**src/rtl/btn_conditioner.sv**
```systemverilog
// btn_conditioner: debounces an active-low push-button into a level, press/release/long pulses and a press tally
module btn_conditioner #(
    parameter logic [23:0] DEBOUNCE_CYCLES = 24'd1500000,
    parameter logic [23:0] LONG_CYCLES     = 24'd15000000
) (
    input  logic       clk,
    input  logic       rst_btn,
    input  logic       btn_n,
    output logic       btn_level,
    output logic       press_pulse,
    output logic       release_pulse,
    output logic       long_pulse,
    output logic [7:0] press_count
);
    typedef enum logic [1:0] {IDLE, PRESS_WAIT, PRESSED, RELEASE_WAIT} state_t;
    state_t      state, state_d;
    logic        s1, b_s;
    logic [23:0] stab_cnt, stab_d, hold_cnt, hold_d;
    logic        long_fired, fired_d;
    logic        press_d, release_d, long_d;
    logic [7:0]  count_d;
    // two-flop synchronizer on the inverted pin so downstream logic sees active-high
    always_ff @(posedge clk or negedge rst_btn) begin
        if (!rst_btn) begin
            s1  <= 1'b0;
            b_s <= 1'b0;
        end else begin
            s1  <= ~btn_n;
            b_s <= s1;
        end
    end
    // next-state and registered-output values; hold_cnt only advances while PRESSED
    always_comb begin
        state_d   = state;
        stab_d    = stab_cnt;
        hold_d    = hold_cnt;
        fired_d   = long_fired;
        press_d   = 1'b0;
        release_d = 1'b0;
        long_d    = 1'b0;
        count_d   = press_count;
        case (state)
            IDLE: begin
                if (b_s) begin
                    state_d = PRESS_WAIT;
                    stab_d  = 24'd1;
                end
            end
            PRESS_WAIT: begin
                if (!b_s) begin
                    state_d = IDLE;
                    stab_d  = 24'd0;
                end else if (stab_cnt == DEBOUNCE_CYCLES - 24'd1) begin
                    state_d = PRESSED;
                    press_d = 1'b1;
                    count_d = press_count + 8'd1;
                    hold_d  = 24'd0;
                end else begin
                    stab_d = stab_cnt + 24'd1;
                end
            end
            PRESSED: begin
                hold_d = (hold_cnt == LONG_CYCLES) ? hold_cnt : hold_cnt + 24'd1;
                if (hold_cnt == LONG_CYCLES - 24'd1 && !long_fired) begin
                    long_d  = 1'b1;
                    fired_d = 1'b1;
                end
                if (!b_s) begin
                    state_d = RELEASE_WAIT;
                    stab_d  = 24'd1;
                end
            end
            RELEASE_WAIT: begin
                if (b_s) begin
                    state_d = PRESSED;
                    stab_d  = 24'd0;
                end else if (stab_cnt == DEBOUNCE_CYCLES - 24'd1) begin
                    state_d   = IDLE;
                    release_d = 1'b1;
                    fired_d   = 1'b0;
                end else begin
                    stab_d = stab_cnt + 24'd1;
                end
            end
            default: state_d = IDLE;
        endcase
    end
    // state, counters and all outputs registered together
    always_ff @(posedge clk or negedge rst_btn) begin
        if (!rst_btn) begin
            state         <= IDLE;
            stab_cnt      <= 24'd0;
            hold_cnt      <= 24'd0;
            long_fired    <= 1'b0;
            btn_level     <= 1'b0;
            press_pulse   <= 1'b0;
            release_pulse <= 1'b0;
            long_pulse    <= 1'b0;
            press_count   <= 8'd0;
        end else begin
            state         <= state_d;
            stab_cnt      <= stab_d;
            hold_cnt      <= hold_d;
            long_fired    <= fired_d;
            btn_level     <= (state_d == PRESSED) || (state_d == RELEASE_WAIT);
            press_pulse   <= press_d;
            release_pulse <= release_d;
            long_pulse    <= long_d;
            press_count   <= count_d;
        end
    end
endmodule

```
**config.mk**
```make
export PLATFORM = sky130hd
export DESIGN_NAME = btn_conditioner
export DESIGN_NICKNAME = d
export VERILOG_FILES = /design/src/rtl/btn_conditioner.sv
export SDC_FILE = /design/constraint.sdc
export NUM_CORES = 1
export LEC_CHECK = 0
export CORE_MARGIN = 2
export CORE_UTILIZATION = 50
export DETAILED_ROUTE_END_ITERATION = 8
export PLACE_DENSITY = 0.68
export SLEW_MARGIN = 20
export SYNTH_ARGS = -nofsm -noshare
export SYNTH_HDL_FRONTEND = slang
export SYNTH_SLANG_ARGS = --single-unit
```
**constraint.sdc**
```tcl
create_clock -name clk -period 2.9 [get_ports clk]
set_clock_uncertainty 0.05 [all_clocks]
set_input_delay 0.435 -clock clk [delete_from_list [all_inputs] [get_ports clk]]
set_output_delay 0.435 -clock clk [all_outputs]
set_load 0.01 [all_outputs]
```
==> results.md, run 1 <==
- Mean routed wirelength per cell: 15.29 microns
- Final ANT Viol Nets: 0
- Yosys warns: 0
- Hold-fix buffer count after cts: 0
- CTS resizes: 0
- Core outline area: 0.006386 sq mm
- DRT Wirelength: 6745 microns
- DR DRC count: 0
- Worst setup path class: reg -> reg
- Critical-path maximum fanout: 22
- Clock power frac: 0.453
- Final hold vios: 0
- Clk buf depth: 2
- Post-CTS setup buffers: 0
- Register share of total power: 0.515
- Maxcap violations: 0
- Total track usage: 0.2081
- Mapped Cells: 335
- Iter 0 DRT Violations: 111
- CTS tree: done
- Die height: 85.54 microns
- Worst-Margin Slew: 0.5823 ns
- # diodes: 0
- Final RePlAce weighted congestion: 0.7985
- P&R area growth vs syn: 13.66%
- Final period utilization: 0.7568
- Sequential fraction of the synthesis area: 0.4893
- Post-Syn Nets: 342
- Pwr/cell area: 471.6 mW/mm^2
- First-pass GRT wire length: 12,010 microns
- FMAX: 455.6 MHz
- Crit path time final: 2.195 ns
- GRT Residual Overflow: 0
- Outcome: complete, no violations
- Hold crit path type: in -> async
- Fin cells: 441
- Die width: 85.54 microns
- Slew headroom: 0.6118
- Cell variety after synth: 46
- Vias in the first global route: 2,560
- First-pass DRT Iterations: 4
- Initial antenna violation count: 0
- Filler instances: 557
- Tot Pwr: 1.782 mW
- Switching portion of total power: 0.2166
- Startpoint types: register
- RSZ-0062 raised after global routing: no
- CTS root buf: clkbuf_8
- Port Buffers: 14
- #FFs+latches synth: 65
- Sw Pwr: 0.3861 mW
- # setup viols final: 0
- Starting Density: 0.5206
- Io pins: 15
- Full die area: 0.007317 sq mm
- Internal power: 1.396 mW
- P_leak: 1.658 nW
- Post-Syn Area: 0.003324 sq mm
- Setup TNS: 0 ns
- Dpl hpwl: 4688 microns
- DR vias: 2,515
- Hold Worst Slack: 0.02894 ns
- Vias/cell: 5.703
- Syn_area_per_cell: 9.924 sq um
- Slew Limit Fails: 0
- Reg clk slew, reported paths: 0.07 ns
- Placed Cells: 425
- Pin count of the biggest net entering global routing: 29
- Maximum vdd drop: 0.3971 mV
- CP endpoint kind: register
- Worst-Skew Late Latency: 0.35 ns
- Number of H-tree levels: 3
- Clk sinks: 65
- Comb power frac: 0.032
- Crit path DAT: 2.37 ns
- Crit path required time: 3.08 ns
- Layout cells sized above 1: 0.09615
- Row count: 29
- CTS buffer count: 9
- Nets: 366
## synth_stat cells, drive strengths merged
master / n / area (sq um)
nor3b: 2 / 15.01
and3: 9 / 56.30
xnor2: 14 / 122.6
and4: 4 / 35.03
nor2b: 1 / 6.260
or4: 4 / 33.78
mux2i: 1 / 10.01
or3: 6 / 37.54
ha: 4 / 50.05
or4b: 1 / 10.01
nand2: 28 / 105.1
nand2b: 2 / 12.51
or2: 2 / 12.52
nand3b: 1 / 7.510
dfrtp: 65 / 1627
and2: 1 / 6.260
buf: 5 / 30.02
a2bb2oi: 1 / 8.760
o21ai: 14 / 70.07
or3b: 1 / 8.760
o31a: 1 / 8.760
nand3: 19 / 95.09
nor4b: 2 / 17.52
o22ai: 8 / 50.05
nand4b: 1 / 8.760
xor2: 34 / 297.8
mux2: 3 / 33.78
nor4: 7 / 65.06
a21oi: 8 / 40.04
nor4bb: 1 / 10.01
nor3: 9 / 61.31
nand4: 24 / 162.7
inv: 6 / 22.52
and4b: 1 / 10.01
nor2: 41 / 161.4
clkbuf: 4 / 15.01
## power groups by stage
stage | sequential, mW | combinational [mW] | clock [mW]
after detailed placement | 0.935 | 0.0580 | 0
final | 0.918 | 0.0567 | 0.807
after global placement | 0.934 | 0.0568 | 0
after floorplan | 0.934 | 0.0258 | 0
after global routing | 0.918 | 0.0648 | 0.862
after CTS | 0.918 | 0.0591 | 0.819
## registers in the layout, indices dropped and copies added, names as in the netlist
name	flops
long_pulse	1
state	2
btn_level	1
long_fired	1
hold_cnt	24
stab_cnt	24
b_s	1
press_pulse	1
release_pulse	1
s1	1
press_count	8
## layout make-up
cell class,instances,area (sq um),area share
multi-input combinational,255,1630,0.4315
sequential,65,1627,0.4305
timing repair buffer,22,195.2,0.05166
clock buffer,14,172.7,0.04570
tap,77,96.34,0.02550
clock inverter,2,35.03,0.009272
inverter,6,22.52,0.005960
## cells by family (layout without fill, tap and decap cells)
family                     after synthesis  count (layout)  synth area share
muxes                                    4               4           0.01317
and+or+nand+nor                        167             167            0.2823
adders and majority gates                4               4           0.01506
xor gates and xnor gates                48              48            0.1265
buffers and inverters                   15              44           0.02032
AOI/OAI and AO/OA                       32              32           0.05345
DFF                                     65              65            0.4893
## through the flow
stage	area [sq um]	setup slack, ns	utilization
global route	3779	0.5446	0.5917
CTS	3779	0.6724	0.5917
detailed placement	3571	0.6924	0.5592
global placement	3571	0.8006	0.5592
finish	3779	0.7053	0.5917
floorplan	3324	0.8296	-
## placed cells by master (no fill, tap or decap), types with 2 or more instances in the layout
master and instances:
nor4_1 5, dfrtp_1 65, a21oi_1 8, clkdlybuf4s50_1 13, nor4b_1 2, inv_1 6, o22ai_1 8, buf_4 8
ha_1 4, nand3_1 19, clkbuf_1 2, or4_1 3, nand2_1 28, nor2_1 40, nor3b_1 2, and3_1 9
o21ai_0 14, and4_1 4, clkbuf_8 12, nand2b_1 2, xnor2_1 14, xor2_1 34, mux2_2 2, nand4_2 2
nand4_1 22, nor3_1 7, or3_1 6
## critical path, cell delays in order, from the launching register on
cell and delay (ns):
dfrtp_1 0.40, ha_1 0.23, nand4_2 0.15, or4_4 0.61, nor3_4 0.26, buf_4 0.30, nor2_1 0.08
## worst paths after layout
kind	from	endpoint	slack (ns)	cells past startpoint
max	stab_cnt[0]	hold_cnt[4]	0.71	6
min	rst_btn	press_count[6]	0.03	1
max reg2reg	stab_cnt[0]	hold_cnt[4]	0.71	6
min reg2reg	s1	b_s	0.32	0
max in group asynchronous	rst_btn	stab_cnt[8]	2.04	2
min in group clk	s1	b_s	0.32	0
## layer usage
| metal | GRT usage | vias to the layer above | share of wire | wire (microns) |
|---|---|---|---|---|
| li1 | - | 1234 | - | - |
| met1 | 0.2601 | 1243 | 0.47 | 3151 |
| met2 | 0.3438 | 28 | 0.49 | 3314 |
| met3 | 0.06930 | 10 | 0.028 | 192 |
| met4 | 0.06494 | 0 | 0.013 | 87 |
| met5 | 0 | - | 0 | 0 |
No activity file was read; power rests on OpenSTA's default activity.
==> inputs of run 2 (changes only) <==
==> constraint.sdc (replaced) <==
create_clock -name clk -period 2.22 [get_ports clk]
set_clock_uncertainty 0.05 [all_clocks]
set_input_delay 0.333 -clock clk [delete_from_list [all_inputs] [get_ports clk]]
set_output_delay 0.333 -clock clk [all_outputs]
set_load 0.01 [all_outputs]
==> results.md, run 2 (synthesis gave the netlist of run 1 again) <==
- Crit path DAT: 2.26 ns
- # setup viols final: 0
- P_leak: 1.676 nW
- Layout cells sized above 1: 0.1105
- Vias/cell: 5.705
- DR vias: 2,556
- Startpoint types: register
- Final ANT Viol Nets: 0
- Filler instances: 534
- Die height: 85.54 microns
- DR DRC count: 0
- Pwr/cell area: 556.0 mW/mm^2
- FMAX: 478.0 MHz
- Nets: 373
- Mean routed wirelength per cell: 14.73 microns
- CP endpoint kind: register
- Io pins: 15
- Slew Limit Fails: 0
- Crit path time final: 2.092 ns
- Reg clk slew, reported paths: 0.07 ns
- Initial antenna violation count: 0
- RSZ-0062 raised after global routing: no
- P&R area growth vs syn: 14.41%
- # diodes: 0
- Number of H-tree levels: 3
- Hold crit path type: reg -> reg
- Maximum vdd drop: 0.3093 mV
- First-pass GRT wire length: 11,430 microns
- Die width: 85.54 microns
- Row count: 29
- Total track usage: 0.1966
- Worst-Margin Slew: 0.4950 ns
- Largest regs: hold_cnt: 24 flops, stab_cnt: 24 flops, press_count: 8 flops
- CTS buffer count: 9
- Starting Density: 0.5206
- DRT Wirelength: 6597 microns
- GRT Residual Overflow: 0
- Leading cell type in the layout, fill and taps excluded: dfrtp_1
- Maxcap violations: 0
- Full die area: 0.007317 sq mm
- Clk buf depth: 2
- Port Buffers: 14
- Final period utilization: 0.9424
- Worst setup path class: reg -> reg
- Iter 0 DRT Violations: 73
- CTS tree: done
- Vias in the first global route: 2,385
- Dpl hpwl: 4642 microns
- Critical-path maximum fanout: 4
- Commonest cells after routing, fill and taps aside: dfrtp_1, nor2_1, xor2_1
- Setup ws final: 0.1280 ns
- Final hold vios: 0
- Outcome: complete, no violations
- Pre-CTS WS: 0.02118 ns
- Pin count of the biggest net entering global routing: 46
- CTS root buf: clkbuf_8
- First-pass DRT Iterations: 4
- Slew headroom: 0.6700
- Hold Worst Slack: 0.3001 ns
- Final RePlAce weighted congestion: 0.8144
- Core outline area: 0.006386 sq mm
- Setup TNS: 0 ns
- Worst-Skew Late Latency: 0.34 ns
- Clk sinks: 65
- Crit path required time: 2.39 ns
[run 2: repair_timing]
action,4_1_cts,5_1_grt
hold buffers,1,0
hold endpoints to repair,20,0
setup endpoints to repair,0,26
buffers inserted,0,0
gates resized for setup,0,4
[run 2: stage by stage]
step	utilization	cells	power [mW]	area [sq um]
floorplan	-	335	1.253	3324
global placement	0.5682	431	1.297	3628
detailed placement	0.5682	431	1.298	3628
CTS	0.5940	448	2.138	3794
global route	0.5956	448	2.199	3804
finish	0.5956	448	2.115	3804
[run 2: cell type report]
cell class / instances / area [sq um] / area share
clock inverters: 4 / 20.02 / 0.005263
clock buffers: 12 / 135.1 / 0.03553
repair buffers: 29 / 270.3 / 0.07105
inverters: 6 / 22.52 / 0.005921
well taps: 77 / 96.34 / 0.02533
flip-flops and latches: 65 / 1627 / 0.4276
multi-input cells: 255 / 1633 / 0.4293
[run 2: worst paths after layout]
kind                                  start              to  slack, ns  depth (start not counted)
worst min-delay path                     s1             b_s       0.30                          0
max in group asynchronous           rst_btn     press_pulse       1.07                          3
worst min register to register           s1             b_s       0.30                          0
worst max register to register  stab_cnt[0]  press_count[1]       0.13                          5
min in group asynchronous           rst_btn  press_count[3]       0.44                          2
worst max-delay path            stab_cnt[0]  press_count[1]       0.13                          5
[run 2: critical path, stage by stage, from the launching register on]
cell and delay [ns]:
dfrtp_1 0.38, ha_2 0.23, nand4_2 0.14, or4_4 0.61
nor3_4 0.22, mux2_1 0.35
[run 2: routing by layer]
| metal | up-vias | global-route usage | routed length [microns] |
|---|---|---|---|
| met3 | 11 | 0.03754 | 151 |
| met5 | - | 0 | 0 |
| li1 | 1263 | - | - |
| met1 | 1255 | 0.2759 | 3205 |
| met2 | 27 | 0.3040 | 3131 |
| met4 | 0 | 0.07648 | 109 |
[run 2: report_power, final]
group,internal [mW],switching (mW)
clock network,0.399,0.441
logic,0.0244,0.0503
registers,1.19,0.00940
total,1.61,0.500
